--- src/rtl/cpu_ctrl_seq_if.sv ---
// Control bundle between the 2A03 microsequencer (master) and its datapath (slave).
// Carries datapath feedback (ready, ir, pcl_carry) and every load/select strobe.
interface cpu_ctrl_seq_if;
    logic       ready;
    logic [7:0] ir;
    logic       pcl_carry;
    logic       mem_read;
    logic       addr_src;
    logic [2:0] dbus_src;
    logic [2:0] alu_a_sel;
    logic [3:0] aluop;
    logic       a_ld;
    logic       x_ld;
    logic       y_ld;
    logic       amux_sel;
    logic       ir_ld;
    logic       dl_ld;
    logic       dh_ld;
    logic       pc_inc;
    logic       pch_inc;
    logic       pc_jmp;
    logic       sync;
    logic       retire;
    logic       halt;

    modport master (
        input  ready, ir, pcl_carry,
        output mem_read, addr_src, dbus_src, alu_a_sel, aluop, a_ld, x_ld, y_ld, amux_sel,
               ir_ld, dl_ld, dh_ld, pc_inc, pch_inc, pc_jmp, sync, retire, halt
    );

    modport slave (
        output ready, ir, pcl_carry,
        input  mem_read, addr_src, dbus_src, alu_a_sel, aluop, a_ld, x_ld, y_ld, amux_sel,
               ir_ld, dl_ld, dh_ld, pc_inc, pch_inc, pc_jmp, sync, retire, halt
    );
endinterface

--- src/rtl/cpu_ctrl_seq.sv ---
// Microsequencer for the 2A03 datapath: fetch, decode of a minimal opcode subset, and
// combinational generation of every datapath strobe from the state register and IR.
module cpu_ctrl_seq (
    input logic            clk,
    input logic            rst,
    cpu_ctrl_seq_if.master ctrl
);
    localparam logic [3:0] AluopPass = 4'h0;
    localparam logic [3:0] AluopInc  = 4'h8;
    localparam logic [3:0] AluopDec  = 4'h9;

    localparam logic [2:0] DbusMem  = 3'd0;
    localparam logic [2:0] DbusA    = 3'd1;
    localparam logic [2:0] DbusX    = 3'd2;
    localparam logic [2:0] DbusAlu  = 3'd4;
    localparam logic [2:0] DbusNone = 3'd7;

    typedef enum logic [2:0] {StRst, StFetch, StExec, StJmpHi, StJmpLd, StHalt} state_e;

    state_e state_q, state_d;

    logic       mem_read, addr_src, a_ld, x_ld, y_ld, amux_sel, ir_ld, dl_ld, dh_ld;
    logic       pc_inc, pch_inc, pc_jmp, sync, retire, halt;
    logic [2:0] dbus_src, alu_a_sel;
    logic [3:0] aluop;

    always_ff @(posedge clk or posedge rst) begin
        if (rst) begin
            state_q <= StRst;
        end else begin
            state_q <= state_d;
        end
    end

    always_comb begin
        state_d   = state_q;
        mem_read  = 1'b0;
        addr_src  = 1'b0;
        dbus_src  = DbusNone;
        alu_a_sel = 3'd0;
        aluop     = AluopPass;
        a_ld      = 1'b0;
        x_ld      = 1'b0;
        y_ld      = 1'b0;
        amux_sel  = 1'b0;
        ir_ld     = 1'b0;
        dl_ld     = 1'b0;
        dh_ld     = 1'b0;
        pc_inc    = 1'b0;
        pch_inc   = 1'b0;
        pc_jmp    = 1'b0;
        sync      = 1'b0;
        retire    = 1'b0;
        halt      = 1'b0;

        unique case (state_q)
            StRst: state_d = StFetch;
            StFetch: begin
                mem_read = 1'b1;
                dbus_src = DbusMem;
                ir_ld    = 1'b1;
                pc_inc   = 1'b1;
                sync     = 1'b1;
                state_d  = StExec;
            end
            StExec: begin
                state_d = StFetch;
                case (ctrl.ir)
                    8'hA9, 8'hA2, 8'hA0: begin
                        mem_read = 1'b1;
                        dbus_src = DbusMem;
                        a_ld     = (ctrl.ir == 8'hA9);
                        x_ld     = (ctrl.ir == 8'hA2);
                        y_ld     = (ctrl.ir == 8'hA0);
                        pc_inc   = 1'b1;
                        retire   = 1'b1;
                    end
                    8'hAA: begin
                        dbus_src = DbusA;
                        x_ld     = 1'b1;
                        retire   = 1'b1;
                    end
                    8'h8A: begin
                        dbus_src = DbusX;
                        a_ld     = 1'b1;
                        retire   = 1'b1;
                    end
                    8'hE8, 8'hCA: begin
                        alu_a_sel = 3'd1;
                        aluop     = (ctrl.ir == 8'hE8) ? AluopInc : AluopDec;
                        dbus_src  = DbusAlu;
                        x_ld      = 1'b1;
                        retire    = 1'b1;
                    end
                    8'hEA: retire = 1'b1;
                    8'h4C: begin
                        mem_read = 1'b1;
                        dbus_src = DbusMem;
                        dl_ld    = 1'b1;
                        pc_inc   = 1'b1;
                        state_d  = StJmpHi;
                    end
                    default: state_d = StHalt;
                endcase
            end
            StJmpHi: begin
                mem_read = 1'b1;
                dbus_src = DbusMem;
                dh_ld    = 1'b1;
                state_d  = StJmpLd;
            end
            StJmpLd: begin
                pc_jmp  = 1'b1;
                retire  = 1'b1;
                state_d = StFetch;
            end
            StHalt: halt = 1'b1;
            default: state_d = StRst;
        endcase

        // Stall: freeze the state and suppress every side effect; selects stay as decoded.
        if (!ctrl.ready) begin
            state_d = state_q;
            a_ld    = 1'b0;
            x_ld    = 1'b0;
            y_ld    = 1'b0;
            ir_ld   = 1'b0;
            dl_ld   = 1'b0;
            dh_ld   = 1'b0;
            pc_inc  = 1'b0;
            pc_jmp  = 1'b0;
            retire  = 1'b0;
        end

        pch_inc = pc_inc & ctrl.pcl_carry;
    end

    assign ctrl.mem_read  = mem_read;
    assign ctrl.addr_src  = addr_src;
    assign ctrl.dbus_src  = dbus_src;
    assign ctrl.alu_a_sel = alu_a_sel;
    assign ctrl.aluop     = aluop;
    assign ctrl.a_ld      = a_ld;
    assign ctrl.x_ld      = x_ld;
    assign ctrl.y_ld      = y_ld;
    assign ctrl.amux_sel  = amux_sel;
    assign ctrl.ir_ld     = ir_ld;
    assign ctrl.dl_ld     = dl_ld;
    assign ctrl.dh_ld     = dh_ld;
    assign ctrl.pc_inc    = pc_inc;
    assign ctrl.pch_inc   = pch_inc;
    assign ctrl.pc_jmp    = pc_jmp;
    assign ctrl.sync      = sync;
    assign ctrl.retire    = retire;
    assign ctrl.halt      = halt;
endmodule

--- src/flat_wrapper.sv ---
// flat-port wrapper written by rule: the top's interface ports become plain ports
module cpu_ctrl_seq_flat 
  (clk, rst, ctrl_ready, ctrl_ir, ctrl_pcl_carry, ctrl_mem_read, ctrl_addr_src, ctrl_dbus_src, ctrl_alu_a_sel, ctrl_aluop, ctrl_a_ld, ctrl_x_ld, ctrl_y_ld, ctrl_amux_sel, ctrl_ir_ld, ctrl_dl_ld, ctrl_dh_ld, ctrl_pc_inc, ctrl_pch_inc, ctrl_pc_jmp, ctrl_sync, ctrl_retire, ctrl_halt);
  cpu_ctrl_seq_if ctrl_i ();
  input logic clk;
  input logic rst;
  input wire logic [$bits(ctrl_i.ready)-1:0] ctrl_ready;
  input wire logic [$bits(ctrl_i.ir)-1:0] ctrl_ir;
  input wire logic [$bits(ctrl_i.pcl_carry)-1:0] ctrl_pcl_carry;
  output wire logic [$bits(ctrl_i.mem_read)-1:0] ctrl_mem_read;
  output wire logic [$bits(ctrl_i.addr_src)-1:0] ctrl_addr_src;
  output wire logic [$bits(ctrl_i.dbus_src)-1:0] ctrl_dbus_src;
  output wire logic [$bits(ctrl_i.alu_a_sel)-1:0] ctrl_alu_a_sel;
  output wire logic [$bits(ctrl_i.aluop)-1:0] ctrl_aluop;
  output wire logic [$bits(ctrl_i.a_ld)-1:0] ctrl_a_ld;
  output wire logic [$bits(ctrl_i.x_ld)-1:0] ctrl_x_ld;
  output wire logic [$bits(ctrl_i.y_ld)-1:0] ctrl_y_ld;
  output wire logic [$bits(ctrl_i.amux_sel)-1:0] ctrl_amux_sel;
  output wire logic [$bits(ctrl_i.ir_ld)-1:0] ctrl_ir_ld;
  output wire logic [$bits(ctrl_i.dl_ld)-1:0] ctrl_dl_ld;
  output wire logic [$bits(ctrl_i.dh_ld)-1:0] ctrl_dh_ld;
  output wire logic [$bits(ctrl_i.pc_inc)-1:0] ctrl_pc_inc;
  output wire logic [$bits(ctrl_i.pch_inc)-1:0] ctrl_pch_inc;
  output wire logic [$bits(ctrl_i.pc_jmp)-1:0] ctrl_pc_jmp;
  output wire logic [$bits(ctrl_i.sync)-1:0] ctrl_sync;
  output wire logic [$bits(ctrl_i.retire)-1:0] ctrl_retire;
  output wire logic [$bits(ctrl_i.halt)-1:0] ctrl_halt;
  assign ctrl_i.ready = ctrl_ready;
  assign ctrl_i.ir = ctrl_ir;
  assign ctrl_i.pcl_carry = ctrl_pcl_carry;
  assign ctrl_mem_read = ctrl_i.mem_read;
  assign ctrl_addr_src = ctrl_i.addr_src;
  assign ctrl_dbus_src = ctrl_i.dbus_src;
  assign ctrl_alu_a_sel = ctrl_i.alu_a_sel;
  assign ctrl_aluop = ctrl_i.aluop;
  assign ctrl_a_ld = ctrl_i.a_ld;
  assign ctrl_x_ld = ctrl_i.x_ld;
  assign ctrl_y_ld = ctrl_i.y_ld;
  assign ctrl_amux_sel = ctrl_i.amux_sel;
  assign ctrl_ir_ld = ctrl_i.ir_ld;
  assign ctrl_dl_ld = ctrl_i.dl_ld;
  assign ctrl_dh_ld = ctrl_i.dh_ld;
  assign ctrl_pc_inc = ctrl_i.pc_inc;
  assign ctrl_pch_inc = ctrl_i.pch_inc;
  assign ctrl_pc_jmp = ctrl_i.pc_jmp;
  assign ctrl_sync = ctrl_i.sync;
  assign ctrl_retire = ctrl_i.retire;
  assign ctrl_halt = ctrl_i.halt;
  cpu_ctrl_seq u_core (.clk(clk), .rst(rst), .ctrl(ctrl_i));
endmodule
--- config.mk ---
export PLATFORM = sky130hd
export DESIGN_NAME = cpu_ctrl_seq_flat
export DESIGN_NICKNAME = d
export VERILOG_FILES = /design/src/rtl/cpu_ctrl_seq_if.sv /design/src/rtl/cpu_ctrl_seq.sv /design/src/flat_wrapper.sv
export SDC_FILE = /design/constraint.sdc
export NUM_CORES = 1
export LEC_CHECK = 0
export BUFFER_PORTS_ARGS = -buffer_cell sky130_fd_sc_hd__buf_2
export CORE_MARGIN = 2
export CORE_UTILIZATION = 47
export DETAILED_ROUTE_END_ITERATION = 12
export GPL_TIMING_DRIVEN = 0
export PLACE_DENSITY = 0.84
export REMOVE_ABC_BUFFERS = 1
export SETUP_SLACK_MARGIN = 0.2
export SYNTH_ARGS = -nofsm -noshare
export SYNTH_HDL_FRONTEND = slang
export SYNTH_SLANG_ARGS = --single-unit
--- constraint.sdc ---
create_clock -name clk -period 2.61 [get_ports clk]
set_input_delay 0.1305 -clock clk [delete_from_list [all_inputs] [get_ports clk]]
set_output_delay 0.1305 -clock clk [all_outputs]
set_load 0.03 [all_outputs]
Yosys cells after proc, flatten, opt, wreduce, memory -nomap -nowiden
Index checks and enable logic that the tools add are counted.
W data, S select, Z words.
{"block": "totals", "reg_bits": 3, "latch_bits": 0, "ramBits": 0, "rom_bits": 0, "in_bits": 12, "out_inout_bits": 25, "word_cells": 61, "mem_count": 0}
{"block": "classes", "addsub": 0, "mul": 0, "div": 0, "order_cmp": 0, "n_eq_ne": 14, "shifts": 0, "n_mux": 35, "bitwise": 2, "reduce_logical": 9}
{"cell": "$eq A8 B8 Y1 const B", "n": 8}
{"cell": "$mux W1", "n": 23}
{"cell": "$pmux W3 S5", "n": 1}
{"cell": "$pmux W3 S2", "n": 2}
{"cell": "$pmux W3 S4", "n": 1}
{"cell": "$pmux W1 S2", "n": 5}
{"cell": "$eq A8 B7 Y1 const B", "n": 1}
{"cell": "$mux W4", "n": 2}
{"cell": "$reduce_or A8 Y1", "n": 1}
{"cell": "$eq A3 B2 Y1 const B", "n": 2}
{"cell": "$eq A3 B3 Y1 const B", "n": 2}
{"cell": "$reduce_or A2 Y1", "n": 3}
{"cell": "$reduce_or A3 Y1", "n": 2}
{"cell": "$reduce_or A4 Y1", "n": 1}
{"cell": "$eq A3 B1 Y1 const B", "n": 1}
{"cell": "$logic_not A3 Y1", "n": 1}
{"cell": "$mux W3", "n": 1}
{"cell": "$reduce_and A2 Y1", "n": 1}
{"cell": "$and A1 B1 Y1", "n": 1}
{"cell": "$not A1 Y1", "n": 1}

Longest topological paths before layout
{"block": "depth", "word_depth": 6, "ltp_mapped": 5, "ltp_nobuf": 4}

Worst setup path after synthesis
No wires, ideal clock.
{"block": "synth_path", "path_type": "reg2out", "from": "register u_core.state_q[0]", "to": "output port ctrl_aluop[0]", "arrival_ns": 1.888, "required_ns": 2.480, "slack_ns": 0.592, "path_stages_with_launch": 4, "path_buffers": 1, "path_cell_list": "dfrtp_1 buf_6 or3b_4 nor4_1"}
{"block": "synth_via", "elab_chain_len": 2}
{"element": "start: declaration", "line_no": "cpu_ctrl_seq.sv:20", "rtl": "state_e state_q, state_d;"}
{"element": "start signal: assignment", "line_no": "cpu_ctrl_seq.sv:29", "rtl": "state_q <= StRst;"}
{"element": "start signal: assignment", "line_no": "cpu_ctrl_seq.sv:31", "rtl": "state_q <= state_d;"}
{"element": "$eq A3 B2 Y1", "line_no": "cpu_ctrl_seq.sv:56", "rtl": "unique case (state_q)"}
{"element": "$mux W4", "line_no": "cpu_ctrl_seq.sv:56"}
{"element": "end: declaration", "line_no": "flat_wrapper.sv:14", "rtl": "output wire logic [$bits(ctrl_i.aluop)-1:0] ctrl_aluop;"}
No other way between the ends.

Worst setup path in the final report
{"block": "layout_path", "from": "register u_core.state_q[2]", "to": "output port ctrl_dbus_src[1]"}
{"block": "layout_via", "elab_chain_len": 3, "word_cells_on_any_way": 5, "classes_between": "3 x eq/ne; 1 x mux; 1 x reduce/logical"}
{"element": "$eq A3 B1 Y1 / $eq A3 B2 Y1 (equally long branches)", "line_no": "cpu_ctrl_seq.sv:56"}
{"element": "$reduce_or A2 Y1 (no source line)"}
{"element": "$pmux W3 S2 (*)", "line_no": "cpu_ctrl_seq.sv:56"}
{"element": "end: declaration", "line_no": "flat_wrapper.sv:12", "rtl": "output wire logic [$bits(ctrl_i.dbus_src)-1:0] ctrl_dbus_src;"}
Every way passes the cells marked *; elsewhere a longest branch is shown, timed or not.

==> flow_summary_export.csv <==
group,metric,value,unit
power_and_ir_drop,powerDensity,889,mW/mm^2
placement,placed_area,762,um^2
placement,dp_hpwl,1.24,mm
yosys,synth_area,669,um^2
yosys,ys_top_cells_by_area,"dfrtp_1 11%, buf_4 7.9%, nand2_1 3.9%",
global_routing,gr-total-overflow,0,
yosys,ys_ff_latch,3,
final_layout,utilization,60.6,%
sta,tns,0,ns
floorplan,die_width,41.7,um
setup_path,worstPathRequired,2.48,ns
final_layout,register_area,75.1,um^2
clock_network,clk_root_buffer_cell,"clkbuf_4",
final_layout,fin_nets,129,
yosys,ys.flop_type,"dfrtp_1",
global_routing,antenna_found_initial,0,
global_routing,grt_pass1_vias,633,
floorplan,die_y,41.7,um
clock_network,cts_sinks,3,
clock_network,clkTransAtPathRegs,0.04,ns
sta,fin_ws,0.595,ns
final_layout,reg.largest.list,"u_core.state_q x3",
floorplan,start_util,50.8,%
sta,finalMaxSlewViolations,0,
outcome,status,"complete, no violations",
clock_network,cts_made_buffers,3,
yosys,yosys.cell_types.count,43,
final_layout,layout-drive-gt1-share,39.7,%
floorplan,core-area,0.00132,mm^2
detailed_routing,avgRoutedWirePerCell,12.2,um
detailed_routing,drt-total-wl,1.60,mm
clock_network,htree_levels,1,
yosys,yosys.area.top_type,"dfrtp_1",
setup_path,cp-end-kind,"output port",
yosys,synthArstFlopShare,100,%
placement,port_buffers,30,
final_layout,fin_area,798,um^2
power_and_ir_drop,fin_total_pwr,0.710,mW
setup_path,path_class,"register to output port",
yosys,synth_top_area_share,11.2,%
yosys,syn_area_per_cell,7.52,um^2
detailed_routing,dr_total_vias,729,
power_and_ir_drop,p_leak,0.396,nW
clock_network,clk_path_buf_depth,2,
power_and_ir_drop,irDropWorstVdd,0.392,mV
yosys,ys.warnings.count,0,
yosys,synth_edf_count,0,
setup_path,start_kind,"register",
final_layout,multiInputGateArea,499,um^2
final_layout,num-fill-cells,127,
setup_path,rrSetupSlack,1.39,ns
final_layout,largest_register_ffs,3,
sta,finalCritPeriodShare,77.2,%
sta,hold_viol,0,
global_routing,grt_max_degree,13,
yosys,synth_common_cells,"7 x buf_4, 7 x nand2_1, 7 x nor2_1",
placement,place_ws,0.859,ns
clock_network,clock_latency,0.24,ns
setup_path,cp_max_fo,11,
detailed_routing,drtIter0Drc,9,
floorplan,dieArea,0.00174,mm^2
clock_network,cts_tree,"built",
detailed_routing,dr.pass1.iters,3,
sta,fin_crit,2.01,ns
setup_path,critPathArrivalTime,1.88,ns
sta,rsz0062_at_grt,"no",
placement,gp_congestion,0.787,
detailed_routing,drc,0,
final_layout,area_growth_syn_to_layout,19.3,%
flow_run,max-cap-violations,0,
yosys,seq_area_frac_synth,11.2,%
detailed_routing,vias_per_cell,5.56,
global_routing,grt_use_total,19.1,%
yosys,synthCells,89,
floorplan,rows,13,
detailed_routing,ant_nets,0,
final_layout,largest-register,"u_core.state_q",
floorplan,io_pins,37,
sta,fmax,496,MHz
sta,fin_skew,0.00676,ns
sta,setup_viol,0,
global_routing,grt_first_pass_wirelength,2.68,mm
hold_path,hold_class,"input port to register",
final_layout,antenna_cells,0,
## per-layer routing
metal	part of all wire, %	track usage, %	up-vias
met3	6.4	3.04	2
met5	0	0	-
li1	-	-	366
met2	49	34.7	24
met1	44	22.6	337
met4	0.63	5.81	0
## kinds of logic after synthesis
kind of cell | after synthesis | synth area share (%)
AND/OR/NAND/NOR | 46 | 46.0
other | 1 | 0.560
XOR/XNOR | 2 | 2.62
AO/OA/AOI/OAI | 19 | 22.6
flip-flops | 3 | 11.2
buffers and inverters | 18 | 17.0
## power by group
part | leakage [nW] | switching, mW | total [mW] | internal [mW]
Sequential | 0.0377 | 0.0536 | 0.122 | 0.0686
Clock | 0.0150 | 0.0283 | 0.0858 | 0.0575
Combinational | 0.343 | 0.330 | 0.502 | 0.172
Total | 0.396 | 0.412 | 0.710 | 0.298
## worst max-delay path, stage by stage, from the launching register on
cell and delay (ns):
dfrtp_1 0.49, or3b_4 0.45, a41oi_2 0.17, nand4_1 0.17, o21ai_1 0.15, buf_2 0.20
## repair_timing
item                                   in CTS  in global routing
buffers inserted                            0                  0
gates resized for setup                     0                  0
hold buffers                                1                  0
endpoints found under the hold margin       3                  0
## final timing paths
kind                                         from  cells after the start                 to
min in group asynchronous                     rst                      3  u_core.state_q[2]
max in group asynchronous                     rst                      3  u_core.state_q[0]
worst min-delay path                   ctrl_ready                      2  u_core.state_q[0]
worst min register to register  u_core.state_q[1]                      1  u_core.state_q[2]
worst max register to register  u_core.state_q[2]                      4  u_core.state_q[2]
worst max-delay path            u_core.state_q[2]                      5   ctrl_dbus_src[1]
## cell usage in the layout, fill, tap and decap left out, types with 2 or more instances in the layout
cell and n:
o21ai_1 2, nor3b_2 2, nor4b_1 2, nand4_1 3, nor2_1 7, o21ai_0 3, conb_1 6, clkbuf_4 3
nand2_1 7, inv_1 5, a21oi_1 3, dfrtp_1 3, buf_2 30, nor2b_1 2, nor3_1 5, nand2b_1 3
nand3_1 3
## through the flow
| stage | hold slack, ns | cells |
|---|---|---|
| 2_1_floorplan | -0.116 | 81 |
| 3_3_place_gp | -0.0101 | 126 |
| 3_5_place_dp | -0.00373 | 126 |
| 4_1_cts | 0.202 | 131 |
| 5_1_grt | 0.218 | 131 |
| 6_report | 0.205 | 131 |
## cell type report
class                           count  share of cell area (%)
Clock buffer                        4                    3.29
Inverter                            5                    2.35
Sequential cell                     3                    9.40
Timing Repair Buffer               31                    20.1
Tap cell                           15                    2.35
Multi-Input combinational cell     73                    62.5
Power figures use the tool's default switching activity.
